File: config.mk
export PLATFORM = sky130hd
export DESIGN_NAME = lcd_frame_writer
export DESIGN_NICKNAME = d
export VERILOG_FILES = /design/src/rtl/lcd_pkg.sv /design/src/rtl/lcd_bus_cycle.sv /design/src/rtl/lcd_frame_writer.sv
export SDC_FILE = /design/constraint.sdc
export NUM_CORES = 1
export LEC_CHECK = 0
export CORE_ASPECT_RATIO = 1.75
export CORE_MARGIN = 2
export CORE_UTILIZATION = 26
export DETAILED_ROUTE_END_ITERATION = 8
export MAX_ROUTING_LAYER = met4
export PLACE_DENSITY_LB_ADDON = 0.25
export SLEW_MARGIN = 10
export SYNTH_ARGS = -nofsm -noshare
export SYNTH_HDL_FRONTEND = slang
export SYNTH_SLANG_ARGS = --single-unit
File: constraint.sdc
create_clock -name clk -period 8.8 [get_ports clk]
set_input_delay 1.76 -clock clk [delete_from_list [all_inputs] [get_ports clk]]
set_output_delay 1.76 -clock clk [all_outputs]
set_load 0.05 [all_outputs]
File: src/rtl/lcd_pkg.sv
// Shared constants, state encodings and sizing helper for the character-LCD
// frame writer and its bus-cycle timer.
package lcd_pkg;

    localparam int         LCD_CHARS         = 16;
    localparam logic [7:0] LCD_CMD_SET_DDRAM = 8'h80;

    typedef enum logic [1:0] {
        ST_IDLE,
        ST_CMD,
        ST_DATA
    } lcd_state_t;

    typedef enum logic [1:0] {
        PH_IDLE,
        PH_SETUP,
        PH_EHIGH,
        PH_HOLD
    } lcd_phase_t;

    // Width of a 0..max(a,b)-1 phase counter, never less than one bit.
    function automatic int cnt_width(input int a, input int b);
        int m;
        m = (a > b) ? a : b;
        return (m > 1) ? $clog2(m) : 1;
    endfunction

endpackage

File: src/rtl/lcd_bus_cycle.sv
// One HD44780-style write transfer: SETUP (1 clk), EHIGH (lcd_e=1), HOLD (lcd_e=0).
// ack marks the last HOLD clock; a go in that clock chains the next transfer with no gap.
module lcd_bus_cycle
    import lcd_pkg::*;
#(
    parameter int E_HIGH_CYCLES = 12,
    parameter int HOLD_CYCLES   = 2000
) (
    input  logic       clk,
    input  logic       reset,
    input  logic       go,
    input  logic       rs,
    input  logic [7:0] data,
    output logic       ack,
    output logic       lcd_rs,
    output logic       lcd_e,
    output logic [7:0] lcd_db
);

    localparam int CNT_W = cnt_width(E_HIGH_CYCLES, HOLD_CYCLES);
    localparam logic [CNT_W-1:0] E_LAST    = CNT_W'(E_HIGH_CYCLES - 1);
    localparam logic [CNT_W-1:0] HOLD_LAST = CNT_W'(HOLD_CYCLES - 1);

    lcd_phase_t       phase;
    logic [CNT_W-1:0] cnt;

    assign ack = (phase == PH_HOLD) && (cnt == HOLD_LAST);

    // NOTE: all state here uses non-blocking assignments so every register
    // samples the values from before the edge, independent of statement order.
    always_ff @(posedge clk or posedge reset) begin
        if (reset) begin
            phase  <= PH_IDLE;
            cnt    <= '0;
            lcd_e  <= 1'b0;
            lcd_rs <= 1'b0;
            lcd_db <= 8'h00;
        end else begin
            unique case (phase)
                PH_IDLE: begin
                    cnt <= '0;
                    if (go) begin
                        phase  <= PH_SETUP;
                        lcd_rs <= rs;
                        lcd_db <= data;
                    end
                end
                PH_SETUP: begin
                    phase <= PH_EHIGH;
                    lcd_e <= 1'b1;
                    cnt   <= '0;
                end
                PH_EHIGH: begin
                    if (cnt == E_LAST) begin
                        phase <= PH_HOLD;
                        lcd_e <= 1'b0;
                        cnt   <= '0;
                    end else begin
                        cnt <= cnt + 1'b1;
                    end
                end
                PH_HOLD: begin
                    if (cnt == HOLD_LAST) begin
                        cnt <= '0;
                        if (go) begin
                            phase  <= PH_SETUP;
                            lcd_rs <= rs;
                            lcd_db <= data;
                        end else begin
                            // Bus parks at rs=0, db=0x00 whenever no transfer is running.
                            phase  <= PH_IDLE;
                            lcd_rs <= 1'b0;
                            lcd_db <= 8'h00;
                        end
                    end else begin
                        cnt <= cnt + 1'b1;
                    end
                end
                default: begin
                    phase  <= PH_IDLE;
                    cnt    <= '0;
                    lcd_e  <= 1'b0;
                    lcd_rs <= 1'b0;
                    lcd_db <= 8'h00;
                end
            endcase
        end
    end

endmodule

File: src/rtl/lcd_frame_writer.sv
// Writes a 16-character frame to a character LCD: the set-DDRAM-address command
// followed by the 16 latched bytes, sequenced over lcd_bus_cycle.
module lcd_frame_writer
    import lcd_pkg::*;
#(
    parameter int E_HIGH_CYCLES = 12,
    parameter int HOLD_CYCLES   = 2000
) (
    input  logic         clk,
    input  logic         reset,
    input  logic [127:0] frame,
    input  logic         start,
    output logic         busy,
    output logic         done,
    output logic         lcd_rs,
    output logic         lcd_rw,
    output logic         lcd_e,
    output logic [7:0]   lcd_db
);

    localparam logic [3:0] LAST_IDX = 4'(LCD_CHARS - 1);

    lcd_state_t   state;
    logic [127:0] frame_reg;
    logic [3:0]   byte_idx;
    logic [3:0]   next_idx;

    logic       bus_go;
    logic       bus_rs;
    logic [7:0] bus_data;
    logic       bus_ack;

    assign lcd_rw   = 1'b0;
    assign next_idx = byte_idx + 4'd1;

    // What to load into the bus timer when it next accepts a transfer.
    // NOTE: every output of this block is given a default first, so no path
    // leaves a signal unassigned and no latch is inferred.
    always_comb begin
        bus_go   = 1'b0;
        bus_rs   = 1'b0;
        bus_data = 8'h00;
        unique case (state)
            ST_IDLE: begin
                bus_go   = start;
                bus_data = LCD_CMD_SET_DDRAM;
            end
            ST_CMD: begin
                bus_go   = bus_ack;
                bus_rs   = 1'b1;
                bus_data = frame_reg[7:0];
            end
            ST_DATA: begin
                bus_go   = bus_ack && (byte_idx != LAST_IDX);
                bus_rs   = 1'b1;
                bus_data = frame_reg[{next_idx, 3'b000} +: 8];
            end
            default: begin
                bus_go   = 1'b0;
                bus_rs   = 1'b0;
                bus_data = 8'h00;
            end
        endcase
    end

    // NOTE: the 128-bit frame register is a plain flop bank, not a RAM, so it
    // is cleared with everything else on reset.
    always_ff @(posedge clk or posedge reset) begin
        if (reset) begin
            state     <= ST_IDLE;
            frame_reg <= '0;
            byte_idx  <= 4'd0;
            busy      <= 1'b0;
            done      <= 1'b0;
        end else begin
            done <= 1'b0;
            unique case (state)
                ST_IDLE: begin
                    if (start) begin
                        frame_reg <= frame;
                        byte_idx  <= 4'd0;
                        busy      <= 1'b1;
                        state     <= ST_CMD;
                    end
                end
                ST_CMD: begin
                    if (bus_ack) begin
                        byte_idx <= 4'd0;
                        state    <= ST_DATA;
                    end
                end
                ST_DATA: begin
                    if (bus_ack) begin
                        if (byte_idx == LAST_IDX) begin
                            byte_idx <= 4'd0;
                            busy     <= 1'b0;
                            done     <= 1'b1;
                            state    <= ST_IDLE;
                        end else begin
                            byte_idx <= next_idx;
                        end
                    end
                end
                default: begin
                    byte_idx <= 4'd0;
                    busy     <= 1'b0;
                    state    <= ST_IDLE;
                end
            endcase
        end
    end

    lcd_bus_cycle #(
        .E_HIGH_CYCLES (E_HIGH_CYCLES),
        .HOLD_CYCLES   (HOLD_CYCLES)
    ) u_bus (
        .clk    (clk),
        .reset  (reset),
        .go     (bus_go),
        .rs     (bus_rs),
        .data   (bus_data),
        .ack    (bus_ack),
        .lcd_rs (lcd_rs),
        .lcd_e  (lcd_e),
        .lcd_db (lcd_db)
    );

endmodule

==> run metrics, run 1 <==
layout cells sized above 1=29.8%; vias=4726; drt pass-1 iters=5; fin crit share=44.6%; clk buf depth=2; Main synth FF type=dfrtp_1; DRC violations left=0; synthesis warning total=0; leakage power=4.00 nW; chip height=229 um; Distinct cells, synth=55; final core utilization=34.9%; Post-Syn Area=0.00750 mm2; RSZ-0062 raised after global routing=false; maximum clock rate=0.255 GHz; max FFs per register=128; Final HPWL DP=14500 um; Area contributors post-synth=dfrtp_1 53%, mux2_2 19%, mux4_2 5.7%; top cell type's share of synthesized area=53.0%; VDD IR-drop max=0.145 mV; Max Cap Viol=0; most common library cells after synthesis=159 x dfrtp_1, 128 x mux2_2, 19 x mux4_2; cts repair resizes=0; Setup Fix Bufs, Post-CTS=0; clk_lat worst skew=430 ps; Fin Clk Skew=4.91 ps; post-synthesis sequential area ratio=53.0%; first-pass GRT wire length=30600 um; Root Driver=clkbuf_16; Clock Pin Slew Worst Setup and Hold Paths=60 ps; FFs w/ async S/R, synth=100%; post-DR wirelength/cell=19.0 um; number of buffers created by CTS=17; remaining antenna violation count after routing=0; Syn Nets=649; P per Cell Area=268 mW/mm2; Worst Path Required=9110 ps; clk sinks=159; Hold Fails Final Rpt=0; Nets=789; die area=0.0303 mm2; Site Rows=82; Yosys reg bits=159; CTS Hold Bufs=0; reg2reg path depth=7; Port Buf Inserts=142; actual slew at the worst max-slew pin=1100 ps; cell count after synthesis=507; leading area contributor after synthesis=dfrtp_1; Worst setup EP type=flip-flop; max-slew violation count=0; Final setup viols=0; Hold Path Cell Cnt=1; H-tree depth=4; CTS tree=done; Worst EP arrival=4240 ps; total negative slack=0 ps; Mean Syn Cell Area=14.8 um2; CP Class=in2reg; Initial Util=26.3%; most frequent cell after synthesis=dfrtp_1; Starting DRT DRC Count=175; GRT overflow=0; clock period minus worst slack=3930 ps; core area=0.0285 mm2; Die Wd=132 um; Post-synth EDFFs=0; vias in the first global route=5432; Hold Crit Class=reg2reg; CP Launch Type=input port; area delta synth->final=32.6%; crit-path max FO=76; Post-Route WL=19700 um; Rel. slew slack=26.7%; via density per instance=4.54; antenna violations before repair=2; gr usage total=14.0%; Ports=144; GPL Wtd Cong=0.793; largest net degree at the start of global routing=94; status=finished clean
-- where the power goes --
group | internal (mW) | leakage, nW | switching [mW]
Clock | 0.499 | 0.311 | 0.288
Sequential | 1.04 | 1.86 | 0.150
Combinational | 0.445 | 1.83 | 0.250
-- stage by stage --
| stage | instance area (um2) | worst slack [ps] | cells | power [mW] | hold WS (ps) |
|---|---|---|---|---|---|
| global placement | 9310 | 4510 | 1006 | 1.85 | 446 |
| global route | 9940 | 4720 | 1040 | 2.82 | 480 |
| detailed placement | 9310 | 4410 | 1006 | 1.91 | 451 |
| floorplan | 7500 | 2750 | 507 | 1.68 | 425 |
| finish | 9940 | 4870 | 1040 | 2.67 | 452 |
| CTS | 9940 | 4890 | 1038 | 2.71 | 459 |
-- cells by family (layout without fill, tap and decap cells) --
group | count (synthesis) | after routing | share of synthesized area [%]
mux | 170 | 170 | 30.8
fa+ha+maj | 11 | 11 | 1.83
other cells | 1 | 3 | 0.0500
compound gates | 56 | 56 | 5.55
buf+inv | 37 | 190 | 2.60
simple gates | 63 | 63 | 4.97
xor+xnor | 10 | 10 | 1.17
flops | 159 | 159 | 53.0
-- final timing paths --
check	startpoint	end	slack, ps
worst max-delay path	start	frame_reg[107]	4870
worst min-delay path	u_bus.cnt[0]	u_bus.cnt[0]	450
worst max register to register	byte_idx[1]	u_bus.lcd_db[3]	5680
worst min register to register	u_bus.cnt[0]	u_bus.cnt[0]	450
max in group asynchronous	reset	frame_reg[69]	5470
min in group asynchronous	reset	frame_reg[16]	1870
-- layer usage --
layer	routed length, um	GRT usage (%)
met2	11300	25.7
met1	7330	14.0
met4	558	6.55
met3	494	2.73
met5	0	-
-- area by class of cell --
class / count / area (um2)
Sequential cell: 159 / 3980
Tap cell: 378 / 473
Antenna cell: 2 / 5.00
Multi-Input combinational cell: 311 / 3340
Fill cell: 2847 / 18600
Clock buffer: 28 / 537
Inverter: 10 / 42.5
Clock inverter: 4 / 95.1
Timing Repair Buffer: 148 / 1470
-- worst max-delay path, stage by stage --
cell	delay, ps
clkdlybuf4s50_1	520
nand2_4	580
buf_4	860
mux2_2	420
-- placed cells by master (no fill, tap or decap), drive strengths merged, types with 2 or more instances in the layout --
master and instances:
clkdlybuf4s50 142, xor2 2, inv 10, nor4 2
a221o 7, nor2 17, or4 2, nand3 5
a211oi 15, nor3 5, xnor2 8, mux4 32
mux2i 10, a21oi 9, a2bb2oi 2, a221oi 2
o21ai 7, and2b 6, buf 6, dfrtp 159
a31oi 2, o31ai 5, nor2b 3, diode 2
mux2 128, and3 3, bufinv 3, ha 11
clkbuf 28, nand2 12
Note: power is estimated with default switching activity, not from simulation.
==> inputs of run 2 (changes only) <==
clock period = 3.4 ns   (was 8.8 ns; I/O delays follow)
==> run metrics, run 2 (synthesized netlist as in run 1, its figures left out) <==
vias=4891 (+3.5%); Root Driver=clkbuf_16; clk_lat worst skew=430 ps (about the same); cell total after placement=1010 (+0.40%); remaining antenna violation count after routing=0 (unchanged); most frequent cells in the layout=158 x dfrtp_1, 142 x clkdlybuf4s50_1, 128 x mux2_2; GR met3 Demand/Resource=2.55% (-0.18 points); first-pass GRT wire length=31700 um (+3.4%); Finished Layout Cells=1045 (+0.48%); FILL cells=2819 (-0.98%); CP Class=reg2reg; GRT overflow=0 (unchanged); drt pass-1 iters=4 (-1); met2 usage=26.0% (+0.29 points); maximum clock rate=0.374 GHz; Port Buf Inserts=142 (unchanged); total negative slack=0 ps (unchanged); number of buffers created by CTS=17 (unchanged); clock period minus worst slack=2670 ps; area delta synth->final=33.0%; Worst setup EP type=flip-flop; Fin Clk Skew=7.06 ps (+2.14 ps); Worst EP arrival=2990 ps (-1250 ps); Initial Util=26.3% (unchanged); CP Launch Type=flip-flop; RSZ-0062 raised after global routing=false; Max Cap Viol=0 (unchanged); max FFs per register=128 (unchanged); die area=0.0303 mm2 (unchanged); Final setup viols=0 (unchanged); Final HPWL DP=15200 um (+5.2%); max-slew violation count=0 (unchanged); DRC violations left=0 (unchanged); leakage power=4.00 nW (-0.11%); busiest grt layer=met2; Rel. slew slack=51.5% (+25 points); Starting DRT DRC Count=307 (+75%); Post-Route WL=20500 um (+4.1%); crit-path max FO=23 (-70%); H-tree depth=4 (unchanged); Clock Pin Slew Worst Setup and Hold Paths=70 ps (about the same); Hold Crit Class=reg2reg; via density per instance=4.68 (+3.0%); vias in the first global route=5433 (+0.018%); Site Rows=82 (unchanged); commonest non-fill, non-tap cell in the layout=dfrtp_1; Nets=793 (+0.51%); chip height=229 um (unchanged); Ports=144 (unchanged); post-DR wirelength/cell=19.6 um (+3.6%); VDD IR-drop max=0.354 mV (+140%); gr usage total=14.3% (+0.37 points); Setup Fix Bufs, Post-CTS=0 (unchanged); Die Wd=132 um (unchanged); Hold Fails Final Rpt=0 (unchanged); actual slew at the worst max-slew pin=728 ps (-368 ps); met1 GRT Util=14.6% (+0.60 points); GPL Wtd Cong=0.819 (+3.3%); final core utilization=35.0% (+0.11 points); CTS Hold Bufs=0 (unchanged); CTS tree=done; core area=0.0285 mm2 (unchanged); Worst Path Required=3720 ps (-5390 ps); status=finished clean; cts repair resizes=0 (unchanged); layout cells sized above 1=30.9% (+1.0 points); clk sinks=159 (unchanged); clk buf depth=2 (unchanged); fin crit share=78.6%; antenna violations before repair=3 (+1); largest net degree at the start of global routing=99 (+5.3%); P per Cell Area=684 mW/mm2 (+150%)
## run 2: cell count changes in the layout (fill, tap and decap cells not counted)
cell        delta
clkinvlp_4     +5
buf_12         +4
clkbuf_8       -5
bufinv_16      -2
clkbuf_1       -4
diode_2        +1
clkinv_4       +4
clkinv_2       -1
inv_6          +3
## run 2: path summary, 6_finish.rpt
kind	slack (ps)	cells past startpoint	to	startpoint
max reg2reg	730	6	u_bus.lcd_db[1]	byte_idx[1]
max in group asynchronous	2180	3	byte_idx[0]	reset
min reg2reg	460	1	u_bus.cnt[0]	u_bus.cnt[0]
min	460	1	u_bus.cnt[0]	u_bus.cnt[0]
max	730	6	u_bus.lcd_db[1]	byte_idx[1]
min in group asynchronous	710	3	u_bus.cnt[8]	reset
## run 2: through the flow
stage | setup WS (ps) | instance area [um2] | hold slack, ps | power [mW]
4_1_cts | 697 | 9970 | 460 | 6.92
2_1_floorplan | 705 | 7500 | 425 | 4.35
3_3_place_gp | 698 | 9390 | 439 | 4.92
3_5_place_dp | 665 | 9390 | 450 | 5.00
5_1_grt | 606 | 9980 | 497 | 7.21
6_report | 726 | 9980 | 460 | 6.82
## run 2: power by group
part           internal [mW]  switching, mW
Sequential              2.68          0.418
Combinational           1.16          0.667
Clock                   1.06          0.833
Total                   4.90           1.92
## run 2: final cells by class
cell class / instances / area (um2) / area share (%)
sequential: 159 / 3980 / 39.9
clock inverter: 13 / 130 / 1.30
clock buffer: 19 / 453 / 4.54
tap: 378 / 473 / 4.74
multi-input combinational: 311 / 3340 / 33.5
timing repair buffer: 152 / 1550 / 15.5
inverter: 10 / 41.3 / 0.414
antenna: 3 / 7.51 / 0.0753
## run 2: routing by layer
| metal | wire length, um | part of all wire (%) |
|---|---|---|
| met4 | 699 | 3.4 |
| met3 | 479 | 2.3 |
| met5 | 0 | 0 |
| met1 | 7540 | 37 |
| met2 | 11800 | 58 |
## run 2: worst max-delay path: stages, from the launching register on
cell and delay, ps:
dfrtp_1 400, ha_2 550, buf_12 260, mux4_1 650, mux2i_1 270, a211oi_1 130, a221o_1 270
